**config.mk**
```make
export PLATFORM = sky130hd
export DESIGN_NAME = seg_scan_ctrl
export DESIGN_NICKNAME = d
export VERILOG_FILES = /design/src/rtl/seg_pkg.sv /design/src/rtl/bcd_to_seg.sv /design/src/rtl/seg_scan_ctrl.sv
export SDC_FILE = /design/constraint.sdc
export NUM_CORES = 1
export LEC_CHECK = 0
export CAP_MARGIN = 0
export CORE_ASPECT_RATIO = 0.7
export CORE_MARGIN = 1.5
export CORE_UTILIZATION = 30
export CTS_CLUSTER_SIZE = 8
export DETAILED_ROUTE_END_ITERATION = 6
export RECOVER_POWER = 100
export SLEW_MARGIN = 30
export SYNTH_ARGS = -nofsm -noshare
export SYNTH_HDL_FRONTEND = slang
export SYNTH_SLANG_ARGS = --single-unit
export TNS_END_PERCENT = 1
```
**constraint.sdc**
```tcl
create_clock -name clk -period 3.2 [get_ports clk]
set_input_delay 0.8 -clock clk [delete_from_list [all_inputs] [get_ports clk]]
set_output_delay 0.8 -clock clk [all_outputs]
set_load 0.01 [all_outputs]
```
**src/rtl/seg_pkg.sv**
```systemverilog
// seg_pkg: shared types and constants for the 4-digit 7-segment scanner.
// Segment vectors are [0:7] = a..g, dp and active-low, so the literal's MSB is segment a.
package seg_pkg;

  localparam int NUM_DIG = 4;

  typedef logic [0:7] seg_t;

  localparam seg_t SEG_0    = 8'b0000_0011;
  localparam seg_t SEG_1    = 8'b1001_1111;
  localparam seg_t SEG_2    = 8'b0010_0101;
  localparam seg_t SEG_3    = 8'b0000_1101;
  localparam seg_t SEG_4    = 8'b1001_1001;
  localparam seg_t SEG_5    = 8'b0100_1001;
  localparam seg_t SEG_6    = 8'b0100_0001;
  localparam seg_t SEG_7    = 8'b0001_1111;
  localparam seg_t SEG_8    = 8'b0000_0001;
  localparam seg_t SEG_9    = 8'b0000_1001;
  localparam seg_t SEG_DASH = 8'b1111_1101;
  localparam seg_t SEG_OFF  = 8'hFF;

  typedef enum logic [1:0] {IDLE, BLANK, DRIVE} state_t;

  // One displayable frame: data[15:12]/dp[3] is digit1 (leftmost).
  typedef struct packed {
    logic [15:0] data;
    logic [3:0]  dp;
  } frame_t;

  // Pattern for a nibble with the decimal point off; non-BCD codes show a dash.
  function automatic seg_t bcd_pattern(input logic [3:0] n);
    case (n)
      4'd0:    bcd_pattern = SEG_0;
      4'd1:    bcd_pattern = SEG_1;
      4'd2:    bcd_pattern = SEG_2;
      4'd3:    bcd_pattern = SEG_3;
      4'd4:    bcd_pattern = SEG_4;
      4'd5:    bcd_pattern = SEG_5;
      4'd6:    bcd_pattern = SEG_6;
      4'd7:    bcd_pattern = SEG_7;
      4'd8:    bcd_pattern = SEG_8;
      4'd9:    bcd_pattern = SEG_9;
      default: bcd_pattern = SEG_DASH;
    endcase
  endfunction

endpackage

```
**src/rtl/bcd_to_seg.sv**
```systemverilog
// bcd_to_seg: combinational BCD nibble + decimal point to active-low segments.
module bcd_to_seg
  import seg_pkg::*;
(
  input  logic [3:0] bcd,
  input  logic       dp,
  output logic [0:7] seg
);

  // Look up the digit pattern, then drive dp (active low) on segment 7.
  always_comb begin
    seg    = bcd_pattern(bcd);
    seg[7] = ~dp;
  end

endmodule

```
**src/rtl/seg_scan_ctrl.sv**
```systemverilog
// seg_scan_ctrl: time-sliced 4-digit common-anode display scanner with
// dead band per slot and frame-boundary (tear-free) updates.
// Optional macro SEG_LZB_EN enables leading-zero blanking on digit1..digit3.
module seg_scan_ctrl
  import seg_pkg::*;
#(
  parameter int TICK_DIV  = 25_000,
  parameter int BLANK_CYC = 64
) (
  input  logic        clk,
  input  logic        rst,
  input  logic        enable,
  input  logic        load_valid,
  output logic        load_ready,
  input  logic [15:0] load_data,
  input  logic [3:0]  load_dp,
  output logic [0:7]  seg,
  output logic        digit1,
  output logic        digit2,
  output logic        digit3,
  output logic        digit4,
  output logic        frame_done
);

  localparam int CW = $clog2(TICK_DIV);

  state_t              state, state_n;
  logic [CW-1:0]       cnt, cnt_n;
  logic [1:0]          idx, idx_n;
  frame_t              active, pending;
  logic                pend_full, rdy_ok;
  logic                boundary, accept, xfer;
  logic [3:0]          nib;
  logic                nib_dp;
  logic [NUM_DIG-1:0]  lzb;
  seg_t                dec_seg, seg_n, seg_q;
  logic [NUM_DIG-1:0]  dig_n, dig_q;
  logic                fd_n, fd_q;

  // Last drive cycle of digit4 with scanning still enabled.
  assign boundary   = (state == DRIVE) && (cnt == CW'(TICK_DIV - 1)) &&
                      (idx == 2'd3) && enable;
  assign load_ready = rdy_ok & ~pend_full;
  assign accept     = load_valid & load_ready;
  assign xfer       = boundary | (state == IDLE);

  // Double buffer: pending is promoted to active only at a frame boundary or while idle.
  always_ff @(posedge clk) begin
    if (!rst) begin
      active    <= '0;
      pending   <= '0;
      pend_full <= 1'b0;
      rdy_ok    <= 1'b0;
    end else begin
      rdy_ok <= 1'b1;
      if (xfer && pend_full) begin
        active    <= pending;
        pend_full <= 1'b0;
      end
      if (accept) begin
        pending   <= '{data: load_data, dp: load_dp};
        pend_full <= 1'b1;
      end
    end
  end

  // State, slot counter, digit index and registered outputs.
  always_ff @(posedge clk) begin
    if (!rst) begin
      state <= IDLE;
      cnt   <= '0;
      idx   <= '0;
      seg_q <= SEG_OFF;
      dig_q <= '1;
      fd_q  <= 1'b0;
    end else begin
      state <= state_n;
      cnt   <= cnt_n;
      idx   <= idx_n;
      seg_q <= seg_n;
      dig_q <= dig_n;
      fd_q  <= fd_n;
    end
  end

  // Next state: cnt runs 0..TICK_DIV-1 across a slot; blank phase is the first BLANK_CYC counts.
  always_comb begin
    state_n = state;
    cnt_n   = cnt;
    idx_n   = idx;
    if (!enable) begin
      state_n = IDLE;
      cnt_n   = '0;
      idx_n   = '0;
    end else begin
      case (state)
        IDLE: begin
          state_n = BLANK;
          cnt_n   = '0;
          idx_n   = '0;
        end
        BLANK: begin
          cnt_n = cnt + 1'b1;
          if (cnt == CW'(BLANK_CYC - 1)) state_n = DRIVE;
        end
        DRIVE: begin
          if (cnt == CW'(TICK_DIV - 1)) begin
            state_n = BLANK;
            cnt_n   = '0;
            idx_n   = idx + 2'd1;
          end else begin
            cnt_n = cnt + 1'b1;
          end
        end
        default: state_n = IDLE;
      endcase
    end
  end

  // Select the digit about to be driven; ~idx maps digit1 to the top nibble.
  assign nib    = active.data[{~idx_n, 2'b00} +: 4];
  assign nib_dp = active.dp[~idx_n];

  bcd_to_seg u_dec (
    .bcd (nib),
    .dp  (nib_dp),
    .seg (dec_seg)
  );

`ifdef SEG_LZB_EN
  logic lead;
  // A digit is blanked while it and every digit to its left are zero with dp clear.
  always_comb begin
    lead = 1'b1;
    lzb  = '0;
    for (int i = 0; i < NUM_DIG - 1; i++) begin
      lead   = lead & (active.data[4*(3-i) +: 4] == 4'd0) & ~active.dp[3-i];
      lzb[i] = lead;
    end
  end
`else
  assign lzb = '0;
`endif

  // Outputs are decoded from the next state so they register in step with it.
  always_comb begin
    seg_n = SEG_OFF;
    dig_n = '1;
    fd_n  = boundary;
    if (state_n == DRIVE) begin
      dig_n[idx_n] = 1'b0;
      seg_n        = lzb[idx_n] ? SEG_OFF : dec_seg;
    end
  end

  assign seg        = seg_q;
  assign digit1     = dig_q[0];
  assign digit2     = dig_q[1];
  assign digit3     = dig_q[2];
  assign digit4     = dig_q[3];
  assign frame_done = fd_q;

endmodule

```
==> impl_metrics.ini <==
[route]
routed_wl_mm = 6.80
drtIter0Drc = 84
viasPerCell = 4.52
drc = 0
ant_nets = 0
post_drt_wl_per_cell_um = 11.9
firstDrtPassIters = 5
via_count = 2579

[die]
fp.dieW_um = 129
rows = 31
num_io_pins = 38
initial_utilization_pct = 31.5
fp.coreArea_um2 = 10600
die-area_um2 = 11700
die_h_um = 91.1

[finish]
multi_input_area_um2 = 1720
layout_common_cells = 93 x nand2_1, 74 x dfxtp_1, 41 x a21boi_0
final_util_pct = 39.3
regArea_um2 = 1480
drive_gt1_share_pct = 6.40
n_antenna_cell = 0
syn2layout_area_growth_pct = 24.5
final_common_cell = nand2_1
nFillCells = 1102
nets = 455

[logic_synthesis]
synth-compound-area-share_pct = 14.8
syn_nets = 417
synth_simple_gate_area_share_pct = 22.3
synth_seq_area_share_pct = 44.5
synth_seq_cells = 74
synthXorXnorAreaFrac_pct = 3.42
synth_adder_area_share_pct = 4.89
synth_warnings = 0
avgSynthCellArea_um2 = 8.76
synth_cell_types = 37
syn_area_um2 = 3330
synthMuxAreaShare_pct = 5.86
synthesis.instances = 380
synth_top_family_by_area = simple AND/OR/NAND/NOR gates

[sta]
finalHoldViolCount = 0
max_slew_margin_pct = 2.60
setup_viol = 0
rsz0062_at_grt = no
clock.fmax_mhz = 339
fin_worst_skew_ns = 0.00863
fin_crit_sh_pct = 92.1
drv_slew = 0
min_period_ns = 2.95
tightest_slew_ns = 1.46

[power_and_ir_drop]
p_int_w = 0.00152
power_w = 0.00195
vdd_drop_max_uv = 245
seqPwrFrac_pct = 48.6
p_leak_nw = 1.43
switchingPower_w = 0.000423
switching_share_pct = 21.7
combPwrFrac_pct = 4.9
power.density_nw_per_um2 = 470
clockPowerShare_pct = 46.5

[cts]
root_buffer = clkbuf_16
clkLatencyLatePin_ns = 0.34
hold_buffers = 0
h-tree-depth = 3
cts_buffers = 9
cts_buffer_depth = 2
cts_tree = yes
cts.sinks = 74
clkTransAtPathRegs_ns = 0.05

[status]
outcome = complete, no violations

[global_routing]
grt_first_pass_wirelength_mm = 11.5
grt_max_degree = 46
grt_pass1_vias = 2422
grt_antenna_before_repair = 0
grt_overflow = 0
grt_usage_pct = 12.5

[hold_path]
hold_path.class = register to register
min-delay-start = pending[16]

[critical_path]
slowest_stage = dlygate4sd3_1
worstPathArrival_ns = 3.15
r2r_start = state[0]
path_cells = dlygate4sd3_1, o211ai_1, mux2i_4, buf_4, mux2i_1, a22oi_4, nor2_1, a32oi_1
critical_path.startpoint = enable
path_class = primary input to register
max_stage_delay_ns = 0.68
cp-start-kind = primary input
setup.worst_path.end_class = register
crit_fanout = 8
required_ns = 3.40

[place]
port_buffers = 37
finalWeightedCongestion = 0.815
dp_hpwl_mm = 4.98

[job]
maxCapViolCount = 0
synth_stat cells, drive strengths merged:
cell type	number	area share (%)
and4	2	0.53
and4b	1	0.30
and2	6	1.1
a21oi	9	1.4
o21ai	6	0.90
nand3	9	1.4
a21boi	41	9.2
nor3b	1	0.23
a22oi	2	0.86
xnor2	8	2.1
clkbuf	15	1.7
mux2	2	0.68
nand4b	1	0.26
nand4	3	0.56
nand2	93	10
inv	13	1.5
and4bb	1	0.38
buf	3	1.0
nor2b	8	1.5
a32oi	4	1.1
nand2b	2	0.38
and3	5	0.94
xor2	5	1.3
nor3	1	0.15
nor4	3	0.75
nand3b	3	0.68
ha	13	4.9
mux2i	16	5.2
a211o	1	0.26
o21bai	2	0.45
dfxtp	74	45
nor2	24	2.7
o211ai	3	0.68
layout make-up:
cell class                 instances  share of cell area (%)
tap                              148                    4.47
inverter                          13                    1.18
clock buffer                      10                    5.77
multi-input combinational        275                    41.6
timing repair buffer              45                    10.5
sequential                        74                    35.8
clock inverter                     5                   0.755
logic make-up after synthesis:
family | after synthesis
XOR/XNOR | 13
AO/OA/AOI/OAI | 68
buffers and inverters | 31
flip-flops | 74
AND/OR/NAND/NOR | 163
adder cells (fa/ha/maj) | 13
multiplexers | 18
registers in the layout, summed over array words and instances (netlist names):
register    cells
active         20
pending        20
cnt            15
seg             8
dig_q           4
idx             2
state           2
frame_done      1
pend_full       1
rdy_ok          1
worst max-delay path, delay by kind of cell:
kind	cells	cell delay [ns]
mux	2	0.63
compound gates	3	0.54
buf+inv	2	0.91
simple gates	1	0.26
repair_timing:
action                                  in CTS  in global routing
gates cloned                                 0                  0
endpoints found under the hold margin        0                  0
endpoints found under the setup margin       4                  6
setup buffers                                0                  0
resized for setup                            1                  2
routing by layer:
layer | share of wire (%) | GRT usage (%) | wire length, um | vias to the layer above
met3 | 4.9 | 4.71 | 333 | 12
met4 | 2.0 | 5.90 | 139 | 0
li1 | - | - | - | 1352
met1 | 53 | 17.2 | 3580 | 1169
met5 | 0 | 0 | 0 | -
met2 | 40 | 17.1 | 2740 | 46
worst paths after layout:
path,depth (start not counted),slack [ns],to
worst max-delay path,8,0.25,seg[5]
worst min-delay path,2,0.47,pending[16]
worst max register to register,10,0.25,seg[5]
worst min register to register,2,0.47,pending[16]
power by group through the flow:
stage               Sequential [W]  Combinational (W)  Clock, W
floorplan                 0.000964          0.0000525         0
global placement          0.000967          0.0000955         0
detailed placement        0.000967          0.0000970         0
CTS                       0.000947          0.0000977  0.000940
global route              0.000948           0.000108  0.000985
finish                    0.000947          0.0000949  0.000906
stage by stage:
stage | TNS, ns | std cells | hold WS (ns) | setup slack, ns | area, um2
final | 0 | 570 | 0.470 | 0.253 | 4140
after global routing | 0 | 570 | 0.485 | 0.0251 | 4140
after CTS | 0 | 570 | 0.469 | 0.109 | 4140
after detailed placement | -0.969 | 555 | 0.460 | -0.225 | 3870
after global placement | 0 | 555 | 0.454 | 0.0174 | 3870
after floorplan | 0 | 380 | 0.441 | 0.452 | 3330
Power figures use the tool's default switching activity.
